File: src/rtl/mux4x1_rr_arbiter_if.sv
// Request/grant bundle between the four requesters and the shared 4:1 mux arbiter.
interface mux4x1_rr_arbiter_if;
  logic [3:0] req;
  logic [3:0] gnt;
  logic       S0;
  logic       S1;
  logic       busy;
  logic       preempt;

  modport master (
    output req,
    input  gnt, S0, S1, busy, preempt
  );

  modport slave (
    input  req,
    output gnt, S0, S1, busy, preempt
  );
endinterface

File: src/rtl/mux4x1_rr_arbiter.sv
// Round-robin owner selection for one shared 4:1 mux, with a hold limit that forces
// rotation whenever another requester is waiting. All outputs are registered.
module mux4x1_rr_arbiter #(
  parameter int unsigned MAX_HOLD = 8
) (
  input  logic                   clk,
  input  logic                   rst_n,
  mux4x1_rr_arbiter_if.slave     bus
);

  typedef enum logic {IDLE, GRANT} state_t;

  localparam logic [7:0] HOLD_LIM = 8'(MAX_HOLD);

  state_t     r_state;
  logic [1:0] r_ptr;
  logic [1:0] r_own;
  logic [7:0] r_cnt;
  logic [3:0] r_gnt;
  logic       r_busy;
  logic       r_preempt;

  logic [3:0] w_own_oh;
  logic [3:0] w_others;
  logic [1:0] w_win_all;
  logic [1:0] w_win_oth;
  logic       w_at_limit;
  logic       w_take;
  logic [1:0] w_win;
  logic       w_pre;
  logic       w_idle;

  // First asserted candidate starting at ptr and wrapping mod 4; callers
  // only use the result when cand is non-zero.
  function automatic logic [1:0] rr_pick(input logic [3:0] cand, input logic [1:0] ptr);
    logic [1:0] idx;
    rr_pick = ptr;
    for (int k = 3; k >= 0; k--) begin
      idx = ptr + 2'(k);
      if (cand[idx]) rr_pick = idx;
    end
  endfunction

  function automatic logic [3:0] onehot(input logic [1:0] idx);
    onehot = 4'b0001 << idx;
  endfunction

  assign w_own_oh   = onehot(r_own);
  assign w_others   = bus.req & ~w_own_oh;
  assign w_win_all  = rr_pick(bus.req, r_ptr);
  assign w_win_oth  = rr_pick(w_others, r_ptr);
  assign w_at_limit = (r_cnt >= HOLD_LIM);

  // Arbitration decision for this edge: new grant, drop to idle, or keep owner.
  always_comb begin
    w_take = 1'b0;
    w_win  = w_win_all;
    w_pre  = 1'b0;
    w_idle = 1'b0;
    unique case (r_state)
      IDLE: begin
        w_take = |bus.req;
      end
      GRANT: begin
        if (!bus.req[r_own]) begin
          if (|w_others) begin
            w_take = 1'b1;
            w_win  = w_win_oth;
          end else begin
            w_idle = 1'b1;
          end
        end else if (w_at_limit && (|w_others)) begin
          w_take = 1'b1;
          w_win  = w_win_oth;
          w_pre  = 1'b1;
        end
      end
      default: begin
        w_idle = 1'b1;
      end
    endcase
  end

  always_ff @(posedge clk or negedge rst_n) begin
    if (!rst_n) begin
      r_state   <= IDLE;
      r_ptr     <= 2'd0;
      r_own     <= 2'd0;
      r_cnt     <= 8'd0;
      r_gnt     <= 4'b0000;
      r_busy    <= 1'b0;
      r_preempt <= 1'b0;
    end else begin
      r_preempt <= 1'b0;
      if (w_take) begin
        r_state   <= GRANT;
        r_own     <= w_win;
        r_ptr     <= w_win + 2'd1;
        r_cnt     <= 8'd1;
        r_gnt     <= onehot(w_win);
        r_busy    <= 1'b1;
        r_preempt <= w_pre;
      end else if (w_idle) begin
        // Owner index is kept so the mux select holds its last value.
        r_state <= IDLE;
        r_cnt   <= 8'd0;
        r_gnt   <= 4'b0000;
        r_busy  <= 1'b0;
      end else if (r_state == GRANT) begin
        // Lone owner at the limit restarts its count instead of rotating.
        r_cnt <= w_at_limit ? 8'd1 : (r_cnt + 8'd1);
      end
    end
  end

  assign bus.gnt     = r_gnt;
  assign bus.S0      = r_own[0];
  assign bus.S1      = r_own[1];
  assign bus.busy    = r_busy;
  assign bus.preempt = r_preempt;

endmodule

File: src/flat_wrapper.sv
// flat-port wrapper written by rule: the top's interface ports become plain ports
module mux4x1_rr_arbiter_flat 
#(
  parameter int unsigned MAX_HOLD = 8
)
  (clk, rst_n, bus_req, bus_gnt, bus_S0, bus_S1, bus_busy, bus_preempt);
  mux4x1_rr_arbiter_if bus_i ();
  input  logic clk;
  input  logic rst_n;
  input wire logic [$bits(bus_i.req)-1:0] bus_req;
  output wire logic [$bits(bus_i.gnt)-1:0] bus_gnt;
  output wire logic [$bits(bus_i.S0)-1:0] bus_S0;
  output wire logic [$bits(bus_i.S1)-1:0] bus_S1;
  output wire logic [$bits(bus_i.busy)-1:0] bus_busy;
  output wire logic [$bits(bus_i.preempt)-1:0] bus_preempt;
  assign bus_i.req = bus_req;
  assign bus_gnt = bus_i.gnt;
  assign bus_S0 = bus_i.S0;
  assign bus_S1 = bus_i.S1;
  assign bus_busy = bus_i.busy;
  assign bus_preempt = bus_i.preempt;
  mux4x1_rr_arbiter #(.MAX_HOLD(MAX_HOLD)) u_core (.clk(clk), .rst_n(rst_n), .bus(bus_i));
endmodule
File: config.mk
export PLATFORM = sky130hd
export DESIGN_NAME = mux4x1_rr_arbiter_flat
export DESIGN_NICKNAME = d
export VERILOG_FILES = /design/src/rtl/mux4x1_rr_arbiter_if.sv /design/src/rtl/mux4x1_rr_arbiter.sv /design/src/flat_wrapper.sv
export SDC_FILE = /design/constraint.sdc
export NUM_CORES = 1
export LEC_CHECK = 0
export ABC_CLOCK_PERIOD_IN_PS = 2500
export BUFFER_PORTS_ARGS = -buffer_cell sky130_fd_sc_hd__buf_4
export CAP_MARGIN = 10
export CORE_MARGIN = 3
export CORE_UTILIZATION = 50
export DETAILED_ROUTE_END_ITERATION = 10
export GPL_ROUTABILITY_DRIVEN = 0
export GPL_TIMING_DRIVEN = 0
export PLACE_DENSITY = 0.7
export SYNTH_ARGS = -nofsm -noshare
export SYNTH_HDL_FRONTEND = slang
export SYNTH_SLANG_ARGS = --single-unit
File: constraint.sdc
create_clock -name clk -period 2.5 [get_ports clk]
set_input_delay 0 -clock clk [delete_from_list [all_inputs] [get_ports clk]]
set_output_delay 0 -clock clk [all_outputs]
set_load 0.005 [all_outputs]
==> impl_metrics.py, run 1 <==
metrics = {
    "die": {
        "design.core.area_sq_um": 2300,
        "die_h_um": 56.0,
        "dieArea_sq_um": 3140,
        "num_rows": 17,
        "die_w_um": 56.0,
        "start_util": 0.545,
        "ios": 14,
    },
    "timing": {
        "tightest_slew_ns": 0.543,
        "finalSetupTns_ns": 0,
        "layout_setup_ws_ns": 0.221,
        "rsz0062_at_grt": "no",
        "slew_headroom": 0.634,
        "finalHoldViolCount": 0,
        "finalSetupViolCount": 0,
        "worst_clock_skew_ns": 0.00291,
        "min_period_ns": 2.28,
        "slew_violations": 0,
        "finalCritPeriodShare": 0.911,
        "max_freq_mhz": 439,
    },
    "worst_hold_path": {
        "hold_path.class": "in -> reg",
    },
    "critical_path": {
        "start_kind": "flop",
        "crit_fanout": 10,
        "crit_start": "u_core.r_own[1]$_DFFE_PN0N_",
        "r2r_end": "u_core.r_ptr[1]$_DFFE_PN0N_",
        "cp-endpoint": "u_core.r_ptr[1]$_DFFE_PN0N_",
        "endpoint_kind": "flop",
        "reg2reg_depth": 8,
        "rrSetupSlack_ns": 0.22,
        "r2r_start": "u_core.r_own[1]$_DFFE_PN0N_",
        "required_ns": 2.72,
        "crit_type": "reg -> reg",
        "arrival_ns": 2.50,
    },
    "logic_synthesis": {
        "yosys-top-cells-area": "dfrtp_1, a22o_1, nand2_1",
        "syn_inst": 141,
        "ys_ff_latch": 18,
        "netlist_area_sq_um": 1250,
        "syn_nets": 149,
        "synth-async-reset-ratio": 1.00,
        "synth_flop_cell": "dfrtp_1",
        "seq_area_frac_synth": 0.360,
        "syn_avg_cell_area_sq_um": 8.87,
        "synth_top_cell_by_area": "dfrtp_1",
        "synth-edff-count": 0,
        "synth-warning-count": 0,
        "synth_top_area_frac": 0.360,
        "ys_types": 44,
    },
    "final_layout": {
        "final_common_cell": "dfrtp_1",
        "antennaDiodeCount": 0,
        "final_cell_mix": "dfrtp_1, buf_4, nand2_1",
        "drive_above_1_share": 0.195,
        "post-route-util": 0.623,
        "syn2layout_area_growth_pct": 14.3,
        "fin_cells": 187,
        "finalNetCount": 168,
    },
    "route": {
        "drt-met1-wl_um": 1310,
        "routed-via-count": 1119,
        "highest_layer": "met4",
        "routed_wl_um": 2720,
        "wire_per_inst_um": 14.6,
        "wl_met2_um": 1210,
        "drc": 0,
        "drt-pass1-iter-count": 4,
        "post_drt_via_cell_ratio": 5.98,
        "route.met3.wl_um": 195,
        "ant_nets": 0,
        "drtIter0Drc": 42,
    },
    "cts": {
        "cts_hold_buf": 1,
        "post_cts_buffers": 0,
        "ctsHtreeMaxLevel": 1,
        "cts_tree": "yes",
        "clkLatencyLatePin_ns": 0.29,
        "clockRootBuffer": "clkbuf_4",
        "cts_sinks": 18,
        "cts_max_path_buffers": 2,
        "clk_pin_slew_worst_paths_ns": 0.10,
        "post_cts_resized": 0,
        "numCtsBuffers": 3,
    },
    "placement": {
        "hpwl_um": 2080,
        "dp_slack_ns": 0.269,
        "io_buffers": 13,
        "dp_cells": 182,
    },
    "pwr": {
        "ir_drop_mv": 0.723,
        "power_w": 0.00154,
        "p_per_area_nw_per_um2": 1070,
        "leakage_nw": 0.651,
    },
    "global_route": {
        "grt_max_degree": 19,
        "grt_pass1_vias": 1047,
        "antenna_found_initial": 0,
        "gr-total-overflow": 0,
        "grt_util_all_layers": 0.185,
        "grt_pass1_wl_um": 4750,
    },
    "run_status": {
        "status": "complete, no violations",
    },
    "run": {
        "max-cap-violations": 0,
    },
}
==> stage by stage <==
step	instance area (sq um)	hold slack (ns)
5_1_grt	1430	0.0258
4_1_cts	1430	0.00870
3_5_place_dp	1380	-0.120
2_1_floorplan	1250	-0.296
3_3_place_gp	1380	-0.124
6_report	1430	0.0137
==> layout make-up <==
class | instances | area, sq um
Sequential cell | 18 | 450
Fill cell | 209 | 867
Tap cell | 28 | 35.0
Timing Repair Buffer | 14 | 108
Multi-Input combinational cell | 102 | 711
Clock buffer | 4 | 36.3
Inverter | 12 | 45.0
Buffer | 9 | 45.0
==> layer usage <==
layer | global-route usage | vias to the layer above
li1 | - | 553
met1 | 0.262 | 529
met2 | 0.284 | 35
met3 | 0.0557 | 2
met4 | 0.0237 | 0
met5 | 0 | -
==> worst max-delay path: stages (launching register included) <==
cell and delay, ns:
dfrtp_1 0.38, buf_2 0.22, nand3b_1 0.12, or3_1 0.35, and3_4 0.21, o21ai_4 0.18, mux2i_1 0.34, o2bb2ai_2 0.19
mux2i_1 0.21
==> state kept, by name, indices dropped and copies added (netlist names) <==
| register | count |
|---|---|
| u_core.r_own | 2 |
| u_core.r_cnt | 8 |
| u_core.r_ptr | 2 |
| u_core.bus.gnt | 4 |
| u_core.bus.busy | 1 |
| u_core.bus.preempt | 1 |
==> cells by family (layout without fill, tap and decap cells) <==
logic type,count (synthesis),count (layout),share of synthesized area
simple gates,48,48,0.201
compound gates,45,45,0.281
buf+inv,21,39,0.0720
flops,18,18,0.360
mux,5,5,0.0500
fa+ha+maj,4,4,0.0360
==> worst min path at each step <==
stage          slack [ns]                          end        from  cells past startpoint
2_1_floorplan       -0.30  u_core.bus.busy$_DFFE_PN0P_       rst_n                      0
3_3_place_gp        -0.12  u_core.r_cnt[1]$_DFFE_PN0P_       rst_n                      1
3_5_place_dp        -0.12  u_core.r_cnt[1]$_DFFE_PN0P_       rst_n                      1
4_1_cts             0.009  u_core.bus.busy$_DFFE_PN0P_  bus_req[2]                      3
5_1_grt              0.03  u_core.bus.busy$_DFFE_PN0P_  bus_req[2]                      3
6_report             0.01  u_core.bus.busy$_DFFE_PN0P_  bus_req[0]                      3
==> power breakdown <==
part           switching, W  total (W)  internal [W]
Combinational      0.000516   0.000926      0.000411
Sequential        0.0000533   0.000428      0.000375
Clock             0.0000923   0.000181     0.0000888
Total              0.000661    0.00154      0.000874
==> synthesized netlist by cell type, types with 2 or more instances <==
| cell type | number |
|---|---|
| and2_1 | 7 |
| clkbuf_1 | 4 |
| maj3_1 | 2 |
| a31oi_1 | 2 |
| o21ai_0 | 7 |
| nand3_1 | 3 |
| nor2_1 | 10 |
| inv_2 | 2 |
| o32ai_1 | 2 |
| a21oi_1 | 8 |
| and3_1 | 2 |
| mux2i_1 | 4 |
| buf_4 | 2 |
| inv_1 | 10 |
| nor2b_1 | 3 |
| ha_1 | 2 |
| nand2_1 | 13 |
| buf_2 | 3 |
| dfrtp_1 | 18 |
| nor3_1 | 3 |
| o22ai_1 | 4 |
| a22o_1 | 7 |
| nand2b_1 | 2 |
(Power assumes the default switching activity.)
==> inputs of run 2 (changes only) <==
--- a/config.mk
+++ b/config.mk
@@ -6,14 +6,14 @@
 export NUM_CORES = 1
 export LEC_CHECK = 0
 export ABC_CLOCK_PERIOD_IN_PS = 2500
-export BUFFER_PORTS_ARGS = -buffer_cell sky130_fd_sc_hd__buf_4
+export BUFFER_PORTS_ARGS = -buffer_cell sky130_fd_sc_hd__buf_2
 export CAP_MARGIN = 10
 export CORE_MARGIN = 3
-export CORE_UTILIZATION = 50
+export CORE_UTILIZATION = 55
 export DETAILED_ROUTE_END_ITERATION = 10
 export GPL_ROUTABILITY_DRIVEN = 0
 export GPL_TIMING_DRIVEN = 0
-export PLACE_DENSITY = 0.7
+export PLACE_DENSITY = 0.76
 export SYNTH_ARGS = -nofsm -noshare
 export SYNTH_HDL_FRONTEND = slang
 export SYNTH_SLANG_ARGS = --single-unit
==> run 2 against run 1 <==
Flip-flop and latch count did not move. Power is 0.52% lower. Setup slack gained 0.012 ns. Maximum frequency up 0.54%. Routed wire length rose by 4.7%. Global-route usage is 4.7 points higher. Register-to-register slack about the same. Sequential share of layout area rose by 0.76 points. Critical path type unchanged. Largest cell class unchanged.
==> impl_metrics.py, run 2 (same netlist as run 1, synthesis figures left out) <==
metrics = {
    "run_status": {
        "status": "complete, no violations",
    },
    "critical_path": {
        "crit_cells": 8,
        "endpoint_kind": "flop",
        "crit_family": "simple AND/OR/NAND/NOR gates",
        "crit_fanout": 10,
        "required_ns": 2.72,
        "arrival_ns": 2.48,
        "reg2reg_depth": 8,
        "cpMostUsedCell": "mux2i_1",
        "crit_type": "reg -> reg",
        "crit_chain": "buf_2 > nand3b_1 > or3_1 > and3_4 > o21ai_4 > mux2i_1 > o2bb2ai_2 > mux2i_1",
        "start_kind": "flop",
        "path_buf_inv": 1,
        "slowest_delay_ns": 0.37,
        "slowest_stage": "dfrtp_1",
    },
    "global_route": {
        "grt_pass1_wl_um": 4980,
        "grt_pass1_vias": 1071,
        "met2_usage": 0.399,
        "gr-total-overflow": 0,
        "grt_util_all_layers": 0.232,
        "globalRouteMet1Util": 0.315,
        "met3_usage": 0.0332,
        "busiest_layer": "met2",
        "grt_max_degree": 19,
        "antenna_found_initial": 0,
    },
    "timing": {
        "slew_headroom": 0.629,
        "rsz0062_at_grt": "no",
        "max_freq_mhz": 441,
        "finalHoldViolCount": 0,
        "tightest_slew_ns": 0.550,
        "finalSetupViolCount": 0,
        "finalCritPeriodShare": 0.907,
        "min_period_ns": 2.27,
        "finalSetupTns_ns": 0,
        "slew_violations": 0,
        "worst_clock_skew_ns": 0.00291,
    },
    "pwr": {
        "p_per_area_nw_per_um2": 1090,
        "power_w": 0.00153,
        "ir_drop_mv": 0.611,
        "leakage_nw": 0.643,
    },
    "cts": {
        "ctsHtreeMaxLevel": 1,
        "cts_sinks": 18,
        "clkLatencyLatePin_ns": 0.29,
        "cts_tree": "yes",
        "cts_max_path_buffers": 2,
        "numCtsBuffers": 3,
        "clk_pin_slew_worst_paths_ns": 0.10,
        "clockRootBuffer": "clkbuf_4",
        "post_cts_resized": 0,
    },
    "final_layout": {
        "final_cell_mix": "dfrtp_1, buf_2, nand2_1",
        "fin_cells": 186,
        "syn2layout_area_growth_pct": 11.6,
        "post-route-util": 0.677,
        "top_register": "u_core.r_cnt",
        "final_common_cell": "dfrtp_1",
        "largest_register_ffs": 8,
        "fin_area_sq_um": 1400,
        "antennaDiodeCount": 0,
        "drive_above_1_share": 0.195,
        "finalNetCount": 168,
    },
    "placement": {
        "dp_cells": 181,
        "io_buffers": 13,
        "hpwl_um": 2180,
        "dpl_cell_area_sq_um": 1350,
    },
    "worst_hold_path": {
        "hold_path.class": "in -> reg",
        "min_path_cells": 3,
    },
    "die": {
        "ios": 14,
        "num_rows": 16,
        "die_h_um": 53.7,
        "start_util": 0.607,
        "design.core.area_sq_um": 2060,
        "dieArea_sq_um": 2880,
        "die_w_um": 53.7,
    },
    "route": {
        "drtIter0Drc": 49,
        "drc": 0,
        "drt-pass1-iter-count": 4,
        "routed-via-count": 1149,
        "wire_per_inst_um": 15.3,
        "routed_wl_um": 2850,
        "post_drt_via_cell_ratio": 6.18,
        "ant_nets": 0,
    },
    "run": {
        "max-cap-violations": 0,
    },
}
## run 2: cell types whose count changed in the layout (fill, tap and decap cells not counted)
cell | previous run | this run
buf_2 | 3 | 16
buf_4 | 15 | 2
## run 2: cell type report
| cell class | count | area, sq um |
|---|---|---|
| multi-input cells | 102 | 711 |
| fillers | 172 | 666 |
| flip-flops and latches | 18 | 450 |
| repair buffers | 14 | 75.1 |
| plain buffers | 9 | 45.0 |
| inverters | 12 | 45.0 |
| clock buffers | 4 | 36.3 |
| well taps | 27 | 33.8 |
## run 2: worst min-delay path: stages
cell,delay [ns]
buf_2,0.11
nor4_2,0.07
inv_1,0.10
## run 2: path summary, 6_finish.rpt
path	start	endpoint	slack, ns
min	bus_req[2]	u_core.bus.busy$_DFFE_PN0P_	0.04
max in group asynchronous	rst_n	u_core.r_ptr[0]$_DFFE_PN0N_	2.06
max	u_core.r_own[1]$_DFFE_PN0N_	u_core.r_ptr[1]$_DFFE_PN0N_	0.23
min reg2reg	u_core.r_cnt[5]$_DFFE_PN0P_	u_core.r_cnt[5]$_DFFE_PN0P_	0.50
min in group asynchronous	rst_n	u_core.r_cnt[1]$_DFFE_PN0P_	0.16
max reg2reg	u_core.r_own[1]$_DFFE_PN0N_	u_core.r_ptr[1]$_DFFE_PN0N_	0.23
## run 2: per-stage QoR
step                      hold WS [ns]  worst slack [ns]
after floorplan                 -0.296             0.477
after global placement         -0.0643             0.321
after detailed placement       -0.0508             0.265
after CTS                       0.0372             0.235
after global routing            0.0730            0.0754
final                           0.0434             0.234
## run 2: power by group
part / switching [W] / total (W) / internal, W
clock: 0.0000850 / 0.000174 / 0.0000886
combinational: 0.000541 / 0.000929 / 0.000388
sequential: 0.0000503 / 0.000425 / 0.000375
## run 2: metal layers
metal,share of wire,wire length [um]
met4,0.0067,19
met3,0.063,179
met2,0.48,1380
met1,0.45,1270
met5,0,0
## run 2: repair_timing
item | CTS | global route
hold buffers | 1 | 0
hold endpoints to repair | 18 | 0
setup buffers | 0 | 0
